### config.mk
export PLATFORM = sky130hd
export DESIGN_NAME = onehot_dec_seq
export DESIGN_NICKNAME = d
export VERILOG_FILES = /design/src/rtl/onehot_dec_seq.sv
export SDC_FILE = /design/constraint.sdc
export NUM_CORES = 1
export LEC_CHECK = 0
export ABC_CLOCK_PERIOD_IN_PS = 2300
export BUFFER_PORTS_ARGS = -buffer_cell sky130_fd_sc_hd__buf_2
export CAP_MARGIN = 25
export CORE_MARGIN = 5
export CORE_UTILIZATION = 55
export CTS_CLUSTER_DIAMETER = 120
export DETAILED_ROUTE_END_ITERATION = 10
export PLACE_DENSITY_LB_ADDON = 0.15
export SLEW_MARGIN = 0
export SYNTH_ARGS = -nofsm -noshare
export SYNTH_HDL_FRONTEND = slang
export SYNTH_SLANG_ARGS = --single-unit
### constraint.sdc
create_clock -name clk -period 2.3 [get_ports clk]
set_input_delay 0.575 -clock clk [delete_from_list [all_inputs] [get_ports clk]]
set_output_delay 0.575 -clock clk [all_outputs]
set_load 0.005 [all_outputs]
### src/rtl/onehot_dec_seq.sv
// onehot_dec_seq: registered binary-to-one-hot decoder with load, up/down scan and blank modes
module onehot_dec_seq #(
  parameter int SEL_W = 3,
  parameter int N_OUT = 8,
  parameter int PRE_W = 16
) (
  input  logic             clk,
  input  logic             rst_n,
  input  logic             en,
  input  logic [1:0]       mode,
  input  logic             load,
  input  logic [SEL_W-1:0] sel,
  input  logic [PRE_W-1:0] prescale,
  output logic [N_OUT-1:0] out,
  output logic [SEL_W-1:0] idx,
  output logic             wrap,
  output logic             err
);
  typedef enum logic [1:0] {DEC, SCAN_UP, SCAN_DN, BLANK} mode_t;
  localparam logic [SEL_W-1:0] LAST = SEL_W'(N_OUT - 1);
  mode_t m;
  logic [1:0] mode_q;
  logic [PRE_W-1:0] pcnt, pcnt_n;
  logic [SEL_W-1:0] idx_n;
  logic active, active_n, wrap_n, err_n, ld, sel_ok, up;
  logic [N_OUT-1:0] out_n;
  assign m = mode_t'(mode);
  assign ld = load && m != BLANK;
  assign sel_ok = {1'b0, sel} < (SEL_W+1)'(N_OUT);
  assign up = m == SCAN_UP;
  // load beats a mode change, which beats a scan step; an out-of-range load still blocks the step
  always_comb begin
    idx_n = idx;
    pcnt_n = pcnt;
    active_n = active;
    wrap_n = 1'b0;
    err_n = ld && !sel_ok;
    if (ld && sel_ok) begin
      idx_n = sel;
      active_n = 1'b1;
      pcnt_n = '0;
    end else if (mode != mode_q || m == DEC) begin
      pcnt_n = '0;
    end else if (!ld && m != BLANK) begin
      if (pcnt == prescale) begin
        pcnt_n = '0;
        active_n = 1'b1;
        idx_n = up ? (idx == LAST ? '0 : idx + 1'b1) : (idx == '0 ? LAST : idx - 1'b1);
        wrap_n = up ? idx == LAST : idx == '0;
      end else begin
        pcnt_n = pcnt + 1'b1;
      end
    end
    out_n = (active_n && m != BLANK) ? N_OUT'(1) << idx_n : '0;
  end
  always_ff @(posedge clk or negedge rst_n) begin
    if (!rst_n) begin
      out <= '0;
      idx <= '0;
      wrap <= 1'b0;
      err <= 1'b0;
      pcnt <= '0;
      active <= 1'b0;
      mode_q <= 2'b00;
    end else if (en) begin
      out <= out_n;
      idx <= idx_n;
      wrap <= wrap_n;
      err <= err_n;
      pcnt <= pcnt_n;
      active <= active_n;
      mode_q <= mode;
    end else begin
      wrap <= 1'b0;
      err <= 1'b0;
    end
  end
endmodule

### Word-level counts from Yosys, hierarchy flattened

Cells that the tools add are included.

* mux-type cells: 22
* shift operators: 1
* equal/unequal tests: 5
* add/sub/neg operators: 3
* reductions and logical operators: 9

Operator list (number)
* 2-to-1 mux 16 bit: 4
* 2-to-1 mux 3 bit: 7
* adder 16 x 1 -> 16 bit (second input constant): 1
* == test 16 bit: 1
* 2-to-1 mux 1 bit: 10
* 2-to-1 mux 8 bit: 1
* << shifter 1 x 3 -> 8 bit (first input constant): 1
* adder 3 x 1 -> 3 bit (second input constant): 1
* == test 3 bit (second input constant): 1
* logical AND 1 bit: 3
* zero test 3 bit: 1
* nonzero test 3 bit: 1
* subtractor 3 x 1 -> 3 bit (second input constant): 1
* == test 2 x 1 -> 1 bit (second input constant): 1
* zero test 2 bit: 1
* != test 2 bit: 1
* != test 2 bit (second input constant): 1
* AND reduction 2 bit: 1
* zero test 1 bit: 1
* logical OR 1 bit: 1

* output and inout bits: 13
* input port bits: 25
* bits in registers: 31
* word-level logic and storage cells: 46

### Longest topological paths before layout

Gate-level depths: netlist (run 1).

* depth after elaboration: 9
* gate-level depth with buffers: 8
* depth with buffers taken out: 8

### Worst setup path before layout (run 1)

OpenSTA, ideal clock, no wires.

* kind: input-to-reg
* from: in prescale[5]
* to: reg out[1]
* cell stages on the path: 6
* setup time: 0.101 ns
* path slack: 0.139 ns
* buffers on the path: 0
* arrival time: 2.060 ns
* required time: 2.199 ns
* path through: xnor2_1 -> nand4_1 -> nor4_4 -> mux2_4 -> o22a_2 -> o32ai_1

* cells in the longest elaborated chain, start to end: 7
* elaborated cells on any way between the ends: 12
* classes of those cells: 1 x eq/ne; 1 x shift; 9 x mux; 1 x reduce/logical

Ends and longest elaborated chain
* from (decl): RTL line 13 `input logic [PRE_W-1:0] prescale,`
* == test 16 bit (*): RTL line 45 `if (pcnt == prescale) begin`
* 2-to-1 mux 3 bit or 2-to-1 mux 1 bit (tied branches): RTL line 45
* 2-to-1 mux 3 bit or 2-to-1 mux 1 bit (tied branches): RTL line 44 `end else if (!ld && m != BLANK) begin`
* 2-to-1 mux 3 bit or 2-to-1 mux 1 bit (tied branches): RTL line 42 `end else if (mode != mode_q || m == DEC) begin`
* 2-to-1 mux 3 bit or 2-to-1 mux 1 bit (tied branches): RTL line 38 `if (ld && sel_ok) begin`
* << shifter 1 x 3 -> 8 bit or logical AND 1 bit (tied branches): RTL line 54 `out_n = (active_n && m != BLANK) ? N_OUT'(1) << idx_n : '0;`
* 2-to-1 mux 8 bit (*): RTL line 54
* to (signal assigned): RTL line 66 `out <= out_n;`
* to (decl): RTL line 14 `output logic [N_OUT-1:0] out,`

Every way passes the cells marked *; elsewhere a longest branch is shown, timed or not.
A chain may end at the register's enable or synchronous reset.

### Worst setup path after layout (run 1)

* from: reg pcnt[0]
* to: reg out[4]

* cells in the longest elaborated chain, start to end: 7
* elaborated cells on any way between the ends: 12
* classes of those cells: 1 x eq/ne; 1 x shift; 9 x mux; 1 x reduce/logical

Ends and longest elaborated chain
* from (decl): RTL line 23 `logic [PRE_W-1:0] pcnt, pcnt_n;`
* from (signal assigned): RTL line 70 `pcnt <= pcnt_n;`
* == test 16 bit (*): RTL line 45
* 2-to-1 mux 3 bit or 2-to-1 mux 1 bit (tied branches): RTL line 45
* 2-to-1 mux 3 bit or 2-to-1 mux 1 bit (tied branches): RTL line 44
* 2-to-1 mux 3 bit or 2-to-1 mux 1 bit (tied branches): RTL line 42
* 2-to-1 mux 3 bit or 2-to-1 mux 1 bit (tied branches): RTL line 38
* << shifter 1 x 3 -> 8 bit or logical AND 1 bit (tied branches): RTL line 54
* 2-to-1 mux 8 bit (*): RTL line 54

Marks and branches as above.

==> summary.txt, run 1 <==
Global route
  • Via count of the first global-routing pass: 1764
  • Initial antenna violation count: 0
  • Aggregate global-route resource usage: roughly a fifth
  • Pin count of the biggest net entering global routing: 32
  • Global-route wire length before repair: 8.24 mm
  • Grt ovf: 0

STA
  • Hold Fails Final Rpt: 0
  • Crit share post-route: 94.3%
  • Setup-violating endpoint count in the final report: 0
  • Peak Freq: 461 MHz
  • Max transition margin: 54.3%
  • RSZ-0062 raised after global routing: false
  • Count of pins over their slew limit: 0
  • Worst-case clock skew: 0.00294 ns
  • Crit path time final: 2.17 ns
  • Pin slew with the least headroom to its limit: 0.685 ns

Pwr
  • Lkg Pwr: 1.08 nW
  • Power Dens Cells: 552 mW/mm^2
  • Worst voltage drop across the vdd grid: about 0.45 mV
  • Post-layout total power: 1.35 mW

Synthesis
  • Fraction of synthesized cell area taken by the top area cell type: 38.1%
  • Post-synthesis register bit count: 31
  • Cells after synthesis: 219
  • Top flip-flop cell by instance count after synthesis: sky130_fd_sc_hd__dfrtp_1
  • Count of flip-flops with a built-in enable after synthesis: 0
  • Mean instance size in the synthesized netlist: around 9.3 um^2
  • Asr flop ratio synth: 100%
  • Cell taking the most area after synthesis: sky130_fd_sc_hd__dfrtp_1
  • Unique masters post-synth: 52
  • Most numerous cell in the Yosys netlist: sky130_fd_sc_hd__dfrtp_1
  • Area contributors post-synth: sky130_fd_sc_hd__dfrtp_1, sky130_fd_sc_hd__xnor2_1, sky130_fd_sc_hd__nor2_1, sky130_fd_sc_hd__ha_1, sky130_fd_sc_hd__a21oi_1
  • Synth cell count leaders: sky130_fd_sc_hd__dfrtp_1, sky130_fd_sc_hd__xnor2_1, sky130_fd_sc_hd__nor2_1
  • Netlist area before placement: 0.00204 mm^2
  • Synthesized netlist net count: 249
  • Sequential share of the synthesized area: 38.1%
  • Warning count from the yosys run: 0

Worst setup path
  • Worst EP required: 2.48 ns
  • Endpoint type of the worst setup path: register
  • Slowest stage cell, crit path: sky130_fd_sc_hd__dfrtp_1
  • Number of buffers and inverters on the critical path: 0
  • Biggest cell delay along the critical path: approximately 0.45 ns
  • Cell depth of the worst flop-to-flop path: 6
  • Crit path arrival time: 2.35 ns
  • Critical Path Source Type: register
  • List of cells traversed by the critical path: xnor2_1, nand4_1, nor4_4, mux2_4, o22a_2, o32ai_1
  • Cell type group with the largest total delay on the critical path: simple AND/OR/NAND/NOR gates
  • Critical path type: register to register
  • Number of logic stages on the critical path including buffering: 6
  • Critical path fanouts, max: 6

Route
  • Final wirelength: 4.61 mm
  • Via count: between 1500 and 2000
  • Average vias per placed instance: 5.68
  • Remaining routing DRC violations: 0
  • Post-route antenna net violation count: 0
  • First-pass iteration count of the detailed router: 4
  • Number of DRC violations after detailed-routing iteration 0: ~170
  • Wire per inst: 14.6 um

Final layout
  • Number of antenna cells inserted: 0
  • Area growth syn-to-layout: 20.1%
  • Number of nets in the layout: 297
  • Fin util: 67.3%
  • Share of final-layout standard cells stronger than drive strength 1: 27.6%
  • Number of fill cells: ~310

Clocking
  • Clock latency on the worst-skew pair: 0.28 ns
  • Root buffer cell: sky130_fd_sc_hd__clkbuf_8
  • Number of H-tree levels: 2
  • Sinks on Clock Net: 31
  • Clock buffer depth: 2
  • Post-CTS setup buffer count: 0
  • Number of buffers added by the clock tree synthesis step: 5
  • Clock transition at path regs: 0.06 ns
  • TritonCTS clock tree: done

Placement
  • DPL Wire Length: 3.64 mm
  • Total of buffers placed on input and output ports: 36
  • Final Wtd Congestion: 0.886

Floorplanning
  • I/O pin count: 38
  • Std cell rows: 22
  • Horizontal extent of the die: 70.8 um
  • Starting density of the core: between 50% and 60%
  • Die area: 0.00502 mm^2
  • Floorplan core area: about 0.0036 mm^2
  • Height of the die: 70.8 um

Run
  • Max Cap Viol: 0

Min path
  • Worst min path class: input pin to asynchronous set/reset pin

Status
  • Outcome: completed
-- worst paths after layout --
check / slack (ns) / from / end
max: 0.13 / pcnt[0]$_DFFE_PN0P_ / out[4]$_DFFE_PN0P_
min: 0.33 / rst_n / idx[2]$_DFFE_PN0P_
max reg2reg: 0.13 / pcnt[0]$_DFFE_PN0P_ / out[4]$_DFFE_PN0P_
min reg2reg: 0.46 / active$_DFFE_PN0P_ / active$_DFFE_PN0P_
max in group asynchronous: 1.53 / rst_n / pcnt[15]$_DFFE_PN0P_
min in group clk: 0.46 / active$_DFFE_PN0P_ / active$_DFFE_PN0P_
-- flip-flops by register name, summed over array words and instances, names as in the netlist --
name    cells
idx         3
active      1
wrap        1
mode_q      2
pcnt       16
out         8
-- power by group --
group / switching [mW] / internal [mW] / total [mW]
combinational: 0.159 / 0.131 / 0.291
clock: 0.188 / 0.273 / 0.460
sequential: 0.0279 / 0.571 / 0.599
-- placed cells by master (no fill, tap or decap), types with 3 or more instances in the layout --
| master | n |
|---|---|
| sky130_fd_sc_hd__xnor2_1 | 22 |
| sky130_fd_sc_hd__nand2b_1 | 3 |
| sky130_fd_sc_hd__buf_4 | 13 |
| sky130_fd_sc_hd__or3_1 | 3 |
| sky130_fd_sc_hd__buf_2 | 36 |
| sky130_fd_sc_hd__nand3_1 | 5 |
| sky130_fd_sc_hd__mux2_2 | 3 |
| sky130_fd_sc_hd__o21ai_0 | 8 |
| sky130_fd_sc_hd__o32ai_1 | 5 |
| sky130_fd_sc_hd__clkbuf_8 | 7 |
| sky130_fd_sc_hd__nor2_1 | 20 |
| sky130_fd_sc_hd__a31oi_1 | 3 |
| sky130_fd_sc_hd__dfrtp_1 | 31 |
| sky130_fd_sc_hd__inv_1 | 14 |
| sky130_fd_sc_hd__o31ai_1 | 3 |
| sky130_fd_sc_hd__ha_1 | 5 |
| sky130_fd_sc_hd__o2bb2ai_1 | 4 |
| sky130_fd_sc_hd__nand2_1 | 15 |
| sky130_fd_sc_hd__xor2_1 | 5 |
| sky130_fd_sc_hd__a21oi_1 | 12 |
| sky130_fd_sc_hd__nand4_1 | 8 |
| sky130_fd_sc_hd__nor2b_1 | 3 |
-- layer usage --
layer  global-route usage (%)  wire [um]
met5                        0          0
met4                     7.10         82
met3                     5.97        320
met2                     31.9       2170
met1                     27.4       2040
-- kinds of logic after synthesis --
logic type,synth area share (%)
buffers and inverters,5.35
AND/OR/NAND/NOR,20.3
multiplexers,3.38
AO/OA/AOI/OAI,17.9
XOR/XNOR,11.6
adder cells (fa/ha/maj),3.07
other,0.184
flip-flops,38.1
-- layout make-up --
| class | count | area (um^2) | share of cell area [%] |
|---|---|---|---|
| sequential | 31 | 776 | 31.7 |
| multi-input combinational | 165 | 1160 | 47.4 |
| tap | 48 | 60.1 | 2.46 |
| timing repair buffer | 50 | 298 | 12.2 |
| inverter | 14 | 52.6 | 2.15 |
| clock buffer | 8 | 100 | 4.09 |
-- metrics by stage --
stage / worst slack [ns] / cells / cell area, um^2 / hold WS (ns) / TNS [ns]
final: 0.131 / 316 / 2440 / 0.332 / 0
after global placement: -0.0379 / 308 / 2340 / 0.442 / -0.109
after floorplan: 0.139 / 219 / 2040 / 0.279 / 0
after CTS: 0.126 / 316 / 2440 / 0.357 / 0
after global routing: 0.0171 / 316 / 2440 / 0.385 / 0
after detailed placement: -0.141 / 308 / 2340 / 0.449 / -0.507
-- timing repair --
action | CTS | global route
endpoints found under the setup margin | 0 | 1
gates resized for setup | 0 | 1
hold buffers | 0 | 0
Power figures use the tool's default switching activity.
==> run 2, diff against run 1 <==
--- a/config.mk
+++ b/config.mk
@@ -5,11 +5,12 @@
 export SDC_FILE = /design/constraint.sdc
 export NUM_CORES = 1
 export LEC_CHECK = 0
+export ABC_AREA = 1
 export ABC_CLOCK_PERIOD_IN_PS = 2300
 export BUFFER_PORTS_ARGS = -buffer_cell sky130_fd_sc_hd__buf_2
 export CAP_MARGIN = 25
 export CORE_MARGIN = 5
-export CORE_UTILIZATION = 55
+export CORE_UTILIZATION = 56
 export CTS_CLUSTER_DIAMETER = 120
 export DETAILED_ROUTE_END_ITERATION = 10
 export PLACE_DENSITY_LB_ADDON = 0.15
==> run 2 against run 1 <==
Compared with the run above: largest cell class unchanged; register-to-register slack improved by 0.31 ns; core utilization fell by 0.46 points; sequential share of layout area fell by 0.26 points; die area rose by 3.4%; setup slack improved by 0.31 ns; cell count rose by 28%.
==> summary.txt, run 2 <==
Status
  • Outcome: completed (unchanged)

Pwr
  • Switching power as a share of total power: 31.7% (was 27.8%)
  • Power Dens Cells: 529 mW/mm^2 (was 552 mW/mm^2)
  • Reported net switching power: 413 uW (was 375 uW)
  • Fraction of power consumed by the clock network: 32.9% (was 34.1%)
  • Proportion of power drawn by flip-flops and latches: 46.0% (was 44.4%)
  • Lkg Pwr: 1.34 nW (was 1.08 nW)
  • Combinational power share: 21.1% (was 21.5%)
  • Worst voltage drop across the vdd grid: 0.398 mV (was 0.454 mV)
  • Internal power consumption: 891 uW (was 975 uW)

Synthesis
  • Mean instance size in the synthesized netlist: 6.88 um^2 (was 9.30 um^2)
  • Fraction of synthesized cell area taken by the top area cell type: 36.0% (was 38.1%)
  • Netlist area before placement: 0.00215 mm^2 (was 0.00204 mm^2)
  • Top flip-flop cell by instance count after synthesis: sky130_fd_sc_hd__dfrtp_1 (unchanged)
  • Unique masters post-synth: 36 (was 52)
  • Most numerous cell in the Yosys netlist: sky130_fd_sc_hd__nand2_1 (was sky130_fd_sc_hd__dfrtp_1)
  • Warning count from the yosys run: 0 (unchanged)
  • Cell taking the most area after synthesis: sky130_fd_sc_hd__dfrtp_1 (unchanged)
  • Sequential share of the synthesized area: 36.0% (was 38.1%)
  • Area contributors post-synth: sky130_fd_sc_hd__dfrtp_1, sky130_fd_sc_hd__nand2_1, sky130_fd_sc_hd__inv_1, sky130_fd_sc_hd__nor2_1, sky130_fd_sc_hd__ha_1 (was sky130_fd_sc_hd__dfrtp_1, sky130_fd_sc_hd__xnor2_1, sky130_fd_sc_hd__nor2_1, sky130_fd_sc_hd__ha_1, sky130_fd_sc_hd__a21oi_1)
  • Synth cell count leaders: sky130_fd_sc_hd__nand2_1, sky130_fd_sc_hd__inv_1, sky130_fd_sc_hd__dfrtp_1 (was sky130_fd_sc_hd__dfrtp_1, sky130_fd_sc_hd__xnor2_1, sky130_fd_sc_hd__nor2_1)
  • Cells after synthesis: 313 (was 219)
  • Synthesized netlist net count: 343 (was 249)
  • Asr flop ratio synth: 100% (unchanged)
  • Count of flip-flops with a built-in enable after synthesis: 0 (unchanged)
  • Post-synthesis register bit count: 31 (unchanged)

Global route
  • Grt ovf: 0 (unchanged)
  • Pin count of the biggest net entering global routing: 32 (unchanged)
  • Via count of the first global-routing pass: 1821 (was 1764)
  • Aggregate global-route resource usage: 19.3% (was 20.5%)
  • Global-route wire length before repair: 7.88 mm (was 8.24 mm)
  • Initial antenna violation count: 0 (unchanged)

Final layout
  • Number of fill cells: 354 (was 314)
  • Number of flip-flops under the largest register name: 16 (unchanged)
  • Number of nets in the layout: 384 (was 297)
  • Commonest non-fill, non-tap cells in the layout: sky130_fd_sc_hd__nand2_1, sky130_fd_sc_hd__buf_2, sky130_fd_sc_hd__inv_1, sky130_fd_sc_hd__dfrtp_1, sky130_fd_sc_hd__nor2_1 (was sky130_fd_sc_hd__buf_2, sky130_fd_sc_hd__dfrtp_1, sky130_fd_sc_hd__xnor2_1, sky130_fd_sc_hd__nor2_1, sky130_fd_sc_hd__nand2_1)
  • Most common cell after layout, fill and taps aside: sky130_fd_sc_hd__nand2_1 (was sky130_fd_sc_hd__buf_2)
  • Largest registers: pcnt: 16 flops, out: 8 flops, idx: 3 flops (unchanged)
  • Count of placed standard cells in the final layout, fillers left out: 403 (was 316)
  • Area growth syn-to-layout: 14.4% (was 20.1%)
  • Share of final-layout standard cells stronger than drive strength 1: 23.1% (was 27.6%)
  • Number of antenna cells inserted: 0 (unchanged)
  • Most flops, register: pcnt (unchanged)

Clocking
  • Number of buffers added to fix hold violations after cts: 0 (unchanged)
  • Number of gates resized after CTS: 0 (unchanged)
  • Sinks on Clock Net: 31 (unchanged)
  • Root buffer cell: sky130_fd_sc_hd__clkbuf_8 (unchanged)
  • TritonCTS clock tree: done (unchanged)
  • Number of H-tree levels: 2 (unchanged)
  • Clock latency on the worst-skew pair: 0.29 ns (was 0.28 ns)
  • Clock transition at path regs: 0.07 ns (was 0.06 ns)
  • Clock buffer depth: 2 (unchanged)
  • Post-CTS setup buffer count: 0 (unchanged)
  • Number of buffers added by the clock tree synthesis step: 5 (unchanged)

Floorplanning
  • I/O pin count: 38 (unchanged)
  • Die area: 0.00519 mm^2 (was 0.00502 mm^2)
  • Starting density of the core: 58.4% (was 56.0%)
  • Height of the die: 72.0 um (was 70.8 um)
  • Horizontal extent of the die: 72.0 um (was 70.8 um)
  • Floorplan core area: 0.00369 mm^2 (was 0.00363 mm^2)
  • Std cell rows: 22 (unchanged)

Worst setup path
  • List of cells traversed by the critical path: inv_1, ha_1, xnor2_1, a21oi_1, nand4_1, nand3_1, nand2_2, nor2_2, nand2_1, nand2_1 (was xnor2_1, nand4_1, nor4_4, mux2_4, o22a_2, o32ai_1)
  • Critical path fanouts, max: 5 (was 6)
  • Endpoint type of the worst setup path: register (unchanged)
  • Critical path type: register to register (unchanged)
  • Biggest cell delay along the critical path: 0.44 ns (was 0.45 ns)
  • Crit Reg-Reg Startpoint: idx[0]$_DFFE_PN0P_ (was pcnt[0]$_DFFE_PN0P_)
  • Number of buffers and inverters on the critical path: 1 (was 0)
  • Crit path arrival time: 2.09 ns (was 2.35 ns)
  • Critical Path Source Type: register (unchanged)
  • Worst EP required: 2.52 ns (was 2.48 ns)
  • Cell type group with the largest total delay on the critical path: simple AND/OR/NAND/NOR gates (unchanged)
  • Slowest stage cell, crit path: sky130_fd_sc_hd__dfrtp_1 (unchanged)
  • Most repeated library cell on the critical path: sky130_fd_sc_hd__nand2_1
  • Launch point of the critical path: idx[0]$_DFFE_PN0P_ (was pcnt[0]$_DFFE_PN0P_)

STA
  • Worst setup margin: 0.438 ns (was 0.131 ns)
  • Setup-violating endpoint count in the final report: 0 (unchanged)
  • Hold slack final: 0.330 ns (was 0.332 ns)
  • Pin slew with the least headroom to its limit: 0.705 ns (was 0.685 ns)
  • Max transition margin: 53.0% (was 54.3%)
  • Peak Freq: 537 MHz (was 461 MHz)
  • Crit path time final: 1.86 ns (was 2.17 ns)
  • Crit share post-route: 80.9% (was 94.3%)
  • Hold Fails Final Rpt: 0 (unchanged)
  • RSZ-0062 raised after global routing: false (unchanged)
  • Final TNS setup: 0 ns (unchanged)
  • Count of pins over their slew limit: 0 (unchanged)
  • Worst-case clock skew: 0.00792 ns (was 0.00294 ns)

Placement
  • Placed Instances: 395 (was 308)
  • Dpl ws: 0.161 ns (was -0.141 ns)
  • Total of buffers placed on input and output ports: 36 (unchanged)
  • Final Wtd Congestion: 0.891 (was 0.886)
  • DPL Wire Length: 3.54 mm (was 3.64 mm)

Run
  • Max Cap Viol: 0 (unchanged)

Route
  • Post-route antenna net violation count: 0 (unchanged)
  • Average vias per placed instance: 4.93 (was 5.68)
  • Via count: 1986 (was 1794)
  • Wire per inst: 11.3 um (was 14.6 um)
  • Remaining routing DRC violations: 0 (unchanged)
  • First-pass iteration count of the detailed router: 4 (unchanged)
  • Number of DRC violations after detailed-routing iteration 0: 142 (was 168)
  • Final wirelength: 4.54 mm (was 4.61 mm)

Min path
  • Worst min path class: input pin to asynchronous set/reset pin (unchanged)
[run 2: cell types whose count changed after synthesis, moves of 5 or more]
| cell | previous run | this run |
|---|---|---|
| sky130_fd_sc_hd__nand2_2 | 0 | 7 |
| sky130_fd_sc_hd__nand3_1 | 5 | 12 |
| sky130_fd_sc_hd__nor2_1 | 20 | 29 |
| sky130_fd_sc_hd__inv_2 | 0 | 11 |
| sky130_fd_sc_hd__nor3_1 | 2 | 10 |
| sky130_fd_sc_hd__xnor2_1 | 22 | 3 |
| sky130_fd_sc_hd__inv_1 | 14 | 34 |
| sky130_fd_sc_hd__nor2_2 | 1 | 6 |
| sky130_fd_sc_hd__o32ai_1 | 6 | 0 |
| sky130_fd_sc_hd__nand2_1 | 15 | 107 |
[run 2: worst reg2reg max path: cells and delay by family (launching register included)]
kind / cells / cell delay, ns
xor gates and xnor gates: 1 / 0.12
buffers and inverters: 1 / 0.15
adders and majority gates: 1 / 0.24
and+or+nand+nor: 6 / 0.63
AOI/OAI and AO/OA: 1 / 0.23
DFF: 1 / 0.44
[run 2: cell type report]
cell class / count / area (um^2) / area share, %
Multi-Input combinational cell: 233 / 1180 / 47.9
Sequential cell: 31 / 776 / 31.5
Timing Repair Buffer: 36 / 180 / 7.31
Inverter: 47 / 179 / 7.26
Clock buffer: 5 / 68.8 / 2.79
Tap cell: 48 / 60.1 / 2.44
Clock inverter: 3 / 20.0 / 0.812
[run 2: per-layer routing]
layer | track usage, % | routed length, um | vias up
li1 | - | - | 1057
met1 | 24.0 | 1980 | 883
met4 | 8.98 | 81 | 0
met3 | 3.46 | 206 | 8
met2 | 32.3 | 2280 | 38
met5 | 0 | 0 | -
[run 2: kinds of logic (layout without fill, tap and decap cells)]
logic type,Yosys count,count (layout),share of synthesized area [%]
buffers and inverters,49,91,9.18
and+or+nand+nor,191,191,41.3
xor gates and xnor gates,7,7,2.85
DFF,31,31,36.0
adders and majority gates,5,5,2.90
AOI/OAI and AO/OA,29,29,7.55
other,1,1,0.174
[run 2: through the flow]
stage	power (mW)	util, %	instance area (um^2)
after floorplan	0.788	-	2150
after global placement	0.883	64.4	2380
final	1.30	66.8	2460
after CTS	1.32	66.8	2460
after detailed placement	0.888	64.4	2380
after global routing	1.38	66.8	2460
[run 2: worst paths after layout]
check,cells past startpoint,end,slack (ns)
min,1,mode_q[1]$_DFFE_PN0P_,0.33
max,10,out[4]$_DFFE_PN0P_,0.44
max reg2reg,10,out[4]$_DFFE_PN0P_,0.44
min in group clk,2,out[5]$_DFFE_PN0P_,0.48
max in group asynchronous,1,pcnt[13]$_DFFE_PN0P_,1.51
min reg2reg,2,out[5]$_DFFE_PN0P_,0.48
[run 2: power groups by stage]
| stage | Clock, mW | Combinational (mW) | Sequential (mW) |
|---|---|---|---|
| after floorplan | 0 | 0.180 | 0.608 |
| final | 0.429 | 0.275 | 0.600 |
| after global placement | 0 | 0.273 | 0.610 |
| after global routing | 0.462 | 0.318 | 0.605 |
| after detailed placement | 0 | 0.279 | 0.609 |
| after CTS | 0.442 | 0.279 | 0.600 |
